$ cat src/rtl/arm_dp_pkg.sv
// Shared data-processing definitions for the immediate encoder.
// Holds the immediate shifter opcode, the field widths and the
// encoder FSM state type.
package arm_dp_pkg;
  localparam logic [2:0] SHIFTER_OP_IMM32 = 3'b001;
  localparam int         ROT_W            = 4;
  localparam int         IMM_W            = 8;
  localparam int         DATA_W           = 32;

  typedef enum logic [1:0] {
    IDLE   = 2'd0,
    SEARCH = 2'd1,
    DONE   = 2'd2
  } enc_state_e;
endpackage

$ cat src/rtl/imm8_fit_check.sv
// Combinational fit test for one candidate rotation.
//   work  in  DATA_W  operand rotated so far
//   fit   out 1       upper bits are all zero, value fits in imm8
//   imm8  out IMM_W   low bits of work
module imm8_fit_check
  import arm_dp_pkg::*;
#(
  parameter int DW = DATA_W,
  parameter int IW = IMM_W
) (
  input  logic [DW-1:0] work,
  output logic          fit,
  output logic [IW-1:0] imm8
);
  assign fit  = ~|work[DW-1:IW];
  assign imm8 = work[IW-1:0];
endmodule

$ cat src/rtl/arm_imm_encoder.sv
// Iterative encoder for the 32-bit rotated-immediate operand form:
// finds the smallest rot with value == imm8 ROR (2*rot), testing one
// rotation per cycle.
//   clk, rst_n                     clock, async active-low reset
//   in_valid/in_value/in_ready     constant to encode (accepted when idle)
//   out_valid/out_ready            result handshake
//   out_encodable                  1 when an encoding exists
//   out_rot/out_imm8/out_operand   encoding fields, operand = {rot, imm8}
//   out_carry                      shifter carry-out of the encoding
module arm_imm_encoder
  import arm_dp_pkg::*;
#(
  parameter int RW = ROT_W,
  parameter int IW = IMM_W,
  parameter int DW = DATA_W
) (
  input  logic           clk,
  input  logic           rst_n,
  input  logic           in_valid,
  input  logic [DW-1:0]  in_value,
  output logic           in_ready,
  output logic           out_valid,
  input  logic           out_ready,
  output logic           out_encodable,
  output logic [RW-1:0]  out_rot,
  output logic [IW-1:0]  out_imm8,
  output logic [RW+IW-1:0] out_operand,
  output logic           out_carry
);
  enc_state_e    state_q, state_d;
  logic [DW-1:0] work_q, work_d;
  logic [RW-1:0] cnt_q, cnt_d;
  logic          sign_q, sign_d;
  logic          enc_q, enc_d;
  logic [RW-1:0] rot_q, rot_d;
  logic [IW-1:0] imm8_q, imm8_d;
  logic          carry_q, carry_d;

  logic          fit;
  logic [IW-1:0] fit_imm8;

  imm8_fit_check #(.DW(DW), .IW(IW)) u_fit (
    .work (work_q),
    .fit  (fit),
    .imm8 (fit_imm8)
  );

  always_comb begin
    state_d = state_q;
    work_d  = work_q;
    cnt_d   = cnt_q;
    sign_d  = sign_q;
    enc_d   = enc_q;
    rot_d   = rot_q;
    imm8_d  = imm8_q;
    carry_d = carry_q;
    case (state_q)
      IDLE: begin
        if (in_valid) begin
          work_d  = in_value;
          sign_d  = in_value[DW-1];
          cnt_d   = '0;
          state_d = SEARCH;
        end
      end
      SEARCH: begin
        if (fit) begin
          // Ascending cnt guarantees the canonical (smallest) rotation.
          enc_d   = 1'b1;
          rot_d   = cnt_q;
          imm8_d  = fit_imm8;
          carry_d = (cnt_q != '0) & sign_q;
          state_d = DONE;
        end else if (cnt_q == '1) begin
          enc_d   = 1'b0;
          rot_d   = '0;
          imm8_d  = '0;
          carry_d = 1'b0;
          state_d = DONE;
        end else begin
          // Rotating left by 2 undoes one step of the ROR 2*rot.
          work_d = {work_q[DW-3:0], work_q[DW-1:DW-2]};
          cnt_d  = cnt_q + 1'b1;
        end
      end
      DONE: begin
        if (out_ready) state_d = IDLE;
      end
      default: state_d = IDLE;
    endcase
  end

  always_ff @(posedge clk or negedge rst_n) begin
    if (!rst_n) begin
      state_q <= IDLE;
      work_q  <= '0;
      cnt_q   <= '0;
      sign_q  <= 1'b0;
      enc_q   <= 1'b0;
      rot_q   <= '0;
      imm8_q  <= '0;
      carry_q <= 1'b0;
    end else begin
      state_q <= state_d;
      work_q  <= work_d;
      cnt_q   <= cnt_d;
      sign_q  <= sign_d;
      enc_q   <= enc_d;
      rot_q   <= rot_d;
      imm8_q  <= imm8_d;
      carry_q <= carry_d;
    end
  end

  assign in_ready      = (state_q == IDLE);
  assign out_valid     = (state_q == DONE);
  assign out_encodable = enc_q;
  assign out_rot       = rot_q;
  assign out_imm8      = imm8_q;
  assign out_operand   = {rot_q, imm8_q};
  assign out_carry     = carry_q;
endmodule

$ cat config.mk
export PLATFORM = sky130hd
export DESIGN_NAME = arm_imm_encoder
export DESIGN_NICKNAME = d
export VERILOG_FILES = /design/src/rtl/arm_dp_pkg.sv /design/src/rtl/imm8_fit_check.sv /design/src/rtl/arm_imm_encoder.sv
export SDC_FILE = /design/constraint.sdc
export NUM_CORES = 1
export LEC_CHECK = 0
export ABC_AREA = 1
export BUFFER_PORTS_ARGS = -buffer_cell sky130_fd_sc_hd__buf_4
export CAP_MARGIN = 20
export CORE_ASPECT_RATIO = 0.5
export CORE_MARGIN = 5
export CORE_UTILIZATION = 50
export DETAILED_ROUTE_END_ITERATION = 8
export PLACE_DENSITY_LB_ADDON = 0.05
export SLEW_MARGIN = 0
export SYNTH_ARGS = -nofsm -noshare
export SYNTH_HDL_FRONTEND = slang
export SYNTH_SLANG_ARGS = --single-unit
$ cat constraint.sdc
create_clock -name clk -period 1.95 [get_ports clk]
set_input_delay 0.585 -clock clk [delete_from_list [all_inputs] [get_ports clk]]
set_output_delay 0.585 -clock clk [all_outputs]
set_load 0.005 [all_outputs]
==> run summary, run 1 <==
Status: completed
Starting Density: 52.43%
# IOs: 64
Final HPWL from detailed placement: 4.376 mm
Post-synthesis sequential area ratio: 45.47%
CTS Sinks: 53
P_int: 0.002874 W
Sw frac: 39.47%
Area Growth Syn to Fin: 18.88%
Final Skew: 0.006704 ns
Clock network power share: 23.7%
Fin crit period: 1.779 ns
Critical Path Sink: work_q[24]
CTS resizes: 0
Average routed wire per standard cell: 12.94 um
Reg2Reg Depth: 10
CTS max path bufs: 2
Iteration-0 DRC Markers: 145
Final wirelength: 6.508 mm
First-pass GRT wire length: 10.94 mm
GRT met2 Usage: 27.75%
Fin crit share: 91.24%
PwrDens: 1369 nW/um2
Mapped Area: 2917 um2
Reg2reg end: work_q[24]
Worst setup margin: 0.1708 ns
Max-Cap Viols: 0
Final ANT Viol Nets: 0
Residual DRC: 0
Clk_lat worst skew: 0.29 ns
Crit end category: flop
Avg Inst Size Synth: 7.575 um2
Total Nets Final: 467
Critical setup path kind: reg2reg
Sequential share of power: 38.1%
Crit-path max FO: 35
First drt pass iteration count: 4
Clock root buffer: clkbuf_16
Vias in the first global route: 2291
WP data arrival: 2.00 ns
Setup TNS: 0 ns
Total CTS buffers: 5
PortBufs: 63
Global routing's busiest layer: met2
Vias post-DR: 2493
Tightest Pin Transition: 0.6852 ns
Final Hold Vio Count: 0
Clock tree from TritonCTS: built
Post-synth cell types: 24
Share of cells above drive strength 1: 22.33%
Clock-pin slew on the worst setup and hold paths: 0.07 ns
Setup crit start kind: flop
# hold bufs at CTS: 0
Placement Setup Slack: 0.1985 ns
Max H-tree Level: 2
Max-slew headroom: 54.32%
Syn nets: 423
Placeable Area: 5563 um2
Hold crit path type: in2async
FF+latch count, synth: 53
Worst R2R Start: cnt_q[0]
VDD IR-drop max: 0.7276 mV
Antenna violations before repair: 0
Switching pwr: 0.001874 W
Leakage: 1.995 nW
Rows: 19
Die X: 118.0 um
Syn Inst Count: 385
Die Y: 64.01 um
Yosys warns: 0
Critical Path RT: 2.17 ns
Overall Global Routing Usage: 17.33%
Critical path origin: cnt_q[0]
R2R Setup Slk: 0.17 ns
Total grt overflow: 0
Largest net degree at the start of global routing: 54
Vias per Instance: 4.956
# diodes: 0
Setup violators final: 0
Setup repair bufs after CTS: 0
RSZ-0062 raised after global routing: false
Placer Congestion: 0.8468
Number of max-slew violations in the final report: 0
Routing usage on met3: 4.758%
Fmax: 0.5620 GHz
Combinational fraction of design power: 38.2%
Die area: 7553 um2
Met1 Usage GRT: 24.00%
flip-flops by register name (all words and copies together) (netlist names):
name           count
cnt_q              4
state_q            2
out_carry          1
sign_q             1
out_encodable      1
out_imm8           8
out_rot            4
work_q            32
Yosys cell counts (all sizes together):
library cell	number	area, um2
xor2	1	8.760
o21ai	3	15.01
o211ai	1	7.510
buf	32	249.0
inv	10	37.54
nor2	20	111.4
dfrtp	53	1326
nand4	1	12.51
nand3	61	350.3
ha	2	25.02
nand2	199	762.0
clkinv	1	3.750
a21boi	1	7.510
worst max-delay path, stage by stage (launching register included):
cell and delay, ns:
dfrtp_1 0.43, ha_1 0.23, nand2_1 0.07, clkinv_1 0.09, nand2_1 0.08, nand2_1 0.06, inv_2 0.08, nand2_4 0.13
nand2_4 0.34, nand2_1 0.12, nand2_1 0.08
cells in the final DEF, fill, tap and decap left out:
cell,netlist,routed
nand2_1,197,197
buf_4,15,69
dfrtp_1,53,53
nand3_1,52,52
nor2_1,15,15
nand3_2,9,9
inv_1,8,8
clkbuf_16,0,5
nor2_2,2,2
inv_2,2,2
nor2_4,2,2
nand2_4,2,2
o21ai_0,2,2
ha_1,2,2
bufinv_16,0,2
clkinv_1,1,1
nor2_8,1,1
nand4_2,1,1
o211ai_1,1,1
xor2_1,1,1
o21ai_1,1,1
a21boi_0,1,1
clkinv_2,0,1
logic make-up (layout without fill, tap and decap cells):
group | Yosys count | in the layout | share of synthesized area, %
and+or+nand+nor | 281 | 281 | 42.39
xor gates and xnor gates | 1 | 1 | 0.3004
buffers and inverters | 43 | 88 | 9.953
AOI/OAI and AO/OA | 5 | 5 | 1.030
adders and majority gates | 2 | 2 | 0.8579
DFF | 53 | 53 | 45.47
area by class of cell:
cell class / count / area [um2]
well taps: 73 / 91.34
repair buffers: 69 / 518.0
inverters: 11 / 41.29
clock buffers: 5 / 125.1
fillers: 507 / 2096
multi-input cells: 289 / 1300
clock inverters: 3 / 65.06
flip-flops and latches: 53 / 1326
worst min path at each step:
stage          cells past startpoint       endpoint           from  slack [ns]
2_1_floorplan                      0       cnt_q[0]          rst_n        0.29
3_3_place_gp                       2         sign_q         sign_q        0.49
3_5_place_dp                       2  out_encodable  out_encodable        0.49
4_1_cts                            1     work_q[21]          rst_n        0.36
5_1_grt                            1     work_q[21]          rst_n        0.41
6_report                           1     work_q[21]          rst_n        0.33
layer usage:
layer / part of all wire, % / vias to the layer above
li1: - / 1279
met1: 48 / 1150
met2: 45 / 60
met3: 6.9 / 4
met4: 0.48 / 0
met5: 0 / -
through the flow:
stage	util, %	hold WS, ns	instances	instance area, um2	power (W)
detailed placement	58.91	0.4890	495	3277	0.003644
global route	62.33	0.4115	503	3467	0.005161
global placement	58.91	0.4874	495	3277	0.003589
finish	62.33	0.3299	503	3467	0.004748
CTS	62.33	0.3633	503	3467	0.004795
floorplan	-	0.2894	385	2917	0.003307
power by group through the flow:
stage	registers, W	clock network [W]	logic (W)
global placement	0.00181	0	0.00177
CTS	0.00181	0.00115	0.00184
global route	0.00186	0.00120	0.00210
floorplan	0.00173	0	0.00157
finish	0.00181	0.00113	0.00181
detailed placement	0.00182	0	0.00182
Power figures use the tool's default switching activity.
==> run 2, diff against run 1 <==
--- a/config.mk
+++ b/config.mk
@@ -6,12 +6,12 @@
 export NUM_CORES = 1
 export LEC_CHECK = 0
 export ABC_AREA = 1
-export BUFFER_PORTS_ARGS = -buffer_cell sky130_fd_sc_hd__buf_4
 export CAP_MARGIN = 20
-export CORE_ASPECT_RATIO = 0.5
+export CORE_ASPECT_RATIO = 1.75
 export CORE_MARGIN = 5
 export CORE_UTILIZATION = 50
 export DETAILED_ROUTE_END_ITERATION = 8
+export DONT_BUFFER_PORTS = 1
 export PLACE_DENSITY_LB_ADDON = 0.05
 export SLEW_MARGIN = 0
 export SYNTH_ARGS = -nofsm -noshare
==> run 2 against run 1 <==
Compared with the run above:
- flip-flop and latch count is the same
- critical path type unchanged
- largest power group unchanged
- first-iteration DRC count shrank 41%
- sequential power barely moved
==> run summary, run 2 (synthesized netlist as in run 1, its figures left out) <==
Final HPWL from detailed placement: 4.308 mm
Rows: 36
Post-route design area: 2968 um2
Clock network power share: 15.4%
Placed Instances: 437
Crit end category: flop
Reg area: 1326 um2
Placer Congestion: 0.7713
Share of cells above drive strength 1: 9.730%
Final wirelength: 6.139 mm
Placeable Area: 5630 um2
RSZ-0062 raised after global routing: false
Fin crit period: 1.659 ns
Finished Layout Cells: 446
Vias per Instance: 5.110
Iteration-0 DRC Markers: 86
Hold crit path type: in2async
Setup TNS: 0 ns
Largest net degree at the start of global routing: 54
First-pass GRT wire length: 10.67 mm
Number of max-slew violations in the final report: 0
Sw frac: 43.17%
Setup crit start kind: flop
Status: completed
Final ANT Viol Nets: 0
Critical Path RT: 2.15 ns
Clock root buffer: clkbuf_8
Final Hold Vio Count: 0
First drt pass iteration count: 4
Max H-tree Level: 2
WP data arrival: 1.86 ns
Crit-path max FO: 15
# IOs: 64
Average routed wire per standard cell: 13.76 um
Fillers: 586
Vias post-DR: 2279
Post-DP Area: 2835 um2
Max-Cap Viols: 0
CTS Sinks: 53
Critical setup path kind: reg2reg
Final Skew: 0.006918 ns
Fin util: 52.71%
Overall Global Routing Usage: 17.95%
Area Growth Syn to Fin: 1.759%
CTS max path bufs: 2
Die area: 7521 um2
Die Y: 111.0 um
Highest-count cells in the layout ignoring fill and taps: nand2_1 (197), dfrtp_1 (53), nand3_1 (52)
Total CTS buffers: 5
Combinational fraction of design power: 42.0%
Fmax: 0.6027 GHz
Sequential share of power: 42.6%
Die X: 67.74 um
Antenna violations before repair: 0
# diodes: 0
Largest register FFs: 32
Leakage: 1.658 nW
Clock tree from TritonCTS: built
Switching pwr: 0.001826 W
Total Nets Final: 407
Tightest Pin Transition: 0.4586 ns
Min Hold Slack: 0.1205 ns
Residual DRC: 0
Max-slew headroom: 69.35%
Setup repair bufs after CTS: 0
Starting Density: 51.80%
PortBufs: 0
Clk_lat worst skew: 0.30 ns
Largest register by flop count: work_q
Clock-pin slew on the worst setup and hold paths: 0.10 ns
Vias in the first global route: 2272
P_int: 0.002403 W
Setup violators final: 0
PwrDens: 1425 nW/um2
Fin crit share: 85.09%
Total grt overflow: 0
Commonest non-fill, non-tap cell in the layout: nand2_1
Multi-input logic area: 1309 um2
VDD IR-drop max: 0.6294 mV
-- run 2: cell types whose count changed in the layout (fill, tap and decap cells not counted), sizes merged --
cell and delta:
clkbuf +1, bufinv -2, buf -60, clkinv +1
-- run 2: area by class of cell --
type,instances,share of cell area [%]
Clock buffer,6,2.782
Clock inverter,2,0.4637
Inverter,11,1.391
Multi-Input combinational cell,289,44.10
Sequential cell,53,44.69
Tap cell,76,3.204
Timing Repair Buffer,9,3.373
-- run 2: layer usage --
metal	GRT usage [%]	vias to the layer above	part of all wire, %	routed length [um]
li1	-	1156	-	-
met3	3.550	8	4.7	287
met2	30.84	59	52	3196
met4	6.098	0	1.7	107
met1	21.52	1056	42	2548
met5	0	-	0	0
-- run 2: what timing repair did --
| action | 4_1_cts | 5_1_grt |
|---|---|---|
| setup endpoints to repair | 0 | 5 |
| hold buffers | 1 | 0 |
| gates resized for setup | 0 | 1 |
| endpoints found under the hold margin | 53 | 0 |
-- run 2: worst max-delay path, stage by stage, from the launching register on --
cell and delay, ns:
dfrtp_1 0.41, nor2_1 0.15, nand2_1 0.08, nor2_2 0.16
nand3_2 0.12, nand2_4 0.20, buf_4 0.25, inv_1 0.08
nand2_1 0.06, nand2_1 0.05
-- run 2: path summary, 6_finish.rpt --
check | start | endpoint | slack [ns] | cells past startpoint
worst min register to register | sign_q | sign_q | 0.51 | 2
worst max register to register | work_q[13] | cnt_q[0] | 0.29 | 9
max in group asynchronous | rst_n | work_q[16] | 1.59 | 1
worst min-delay path | rst_n | state_q[1] | 0.12 | 1
min in group clk | out_ready | state_q[1] | 0.40 | 1
worst max-delay path | work_q[13] | cnt_q[0] | 0.29 | 9
-- run 2: metrics by stage --
step | power, W | worst slack (ns)
global route | 0.004646 | 0.06755
CTS | 0.004276 | 0.2131
floorplan | 0.003307 | 0.4903
finish | 0.004228 | 0.2907
global placement | 0.003553 | 0.2769
detailed placement | 0.003586 | 0.2528
-- run 2: power by group through the flow --
stage / Combinational [W] / Sequential (W) / Clock, W
after global placement: 0.00175 / 0.00181 / 0
after detailed placement: 0.00177 / 0.00182 / 0
after floorplan: 0.00157 / 0.00173 / 0
after global routing: 0.00208 / 0.00185 / 0.000707
after CTS: 0.00180 / 0.00180 / 0.000675
final: 0.00178 / 0.00180 / 0.000652
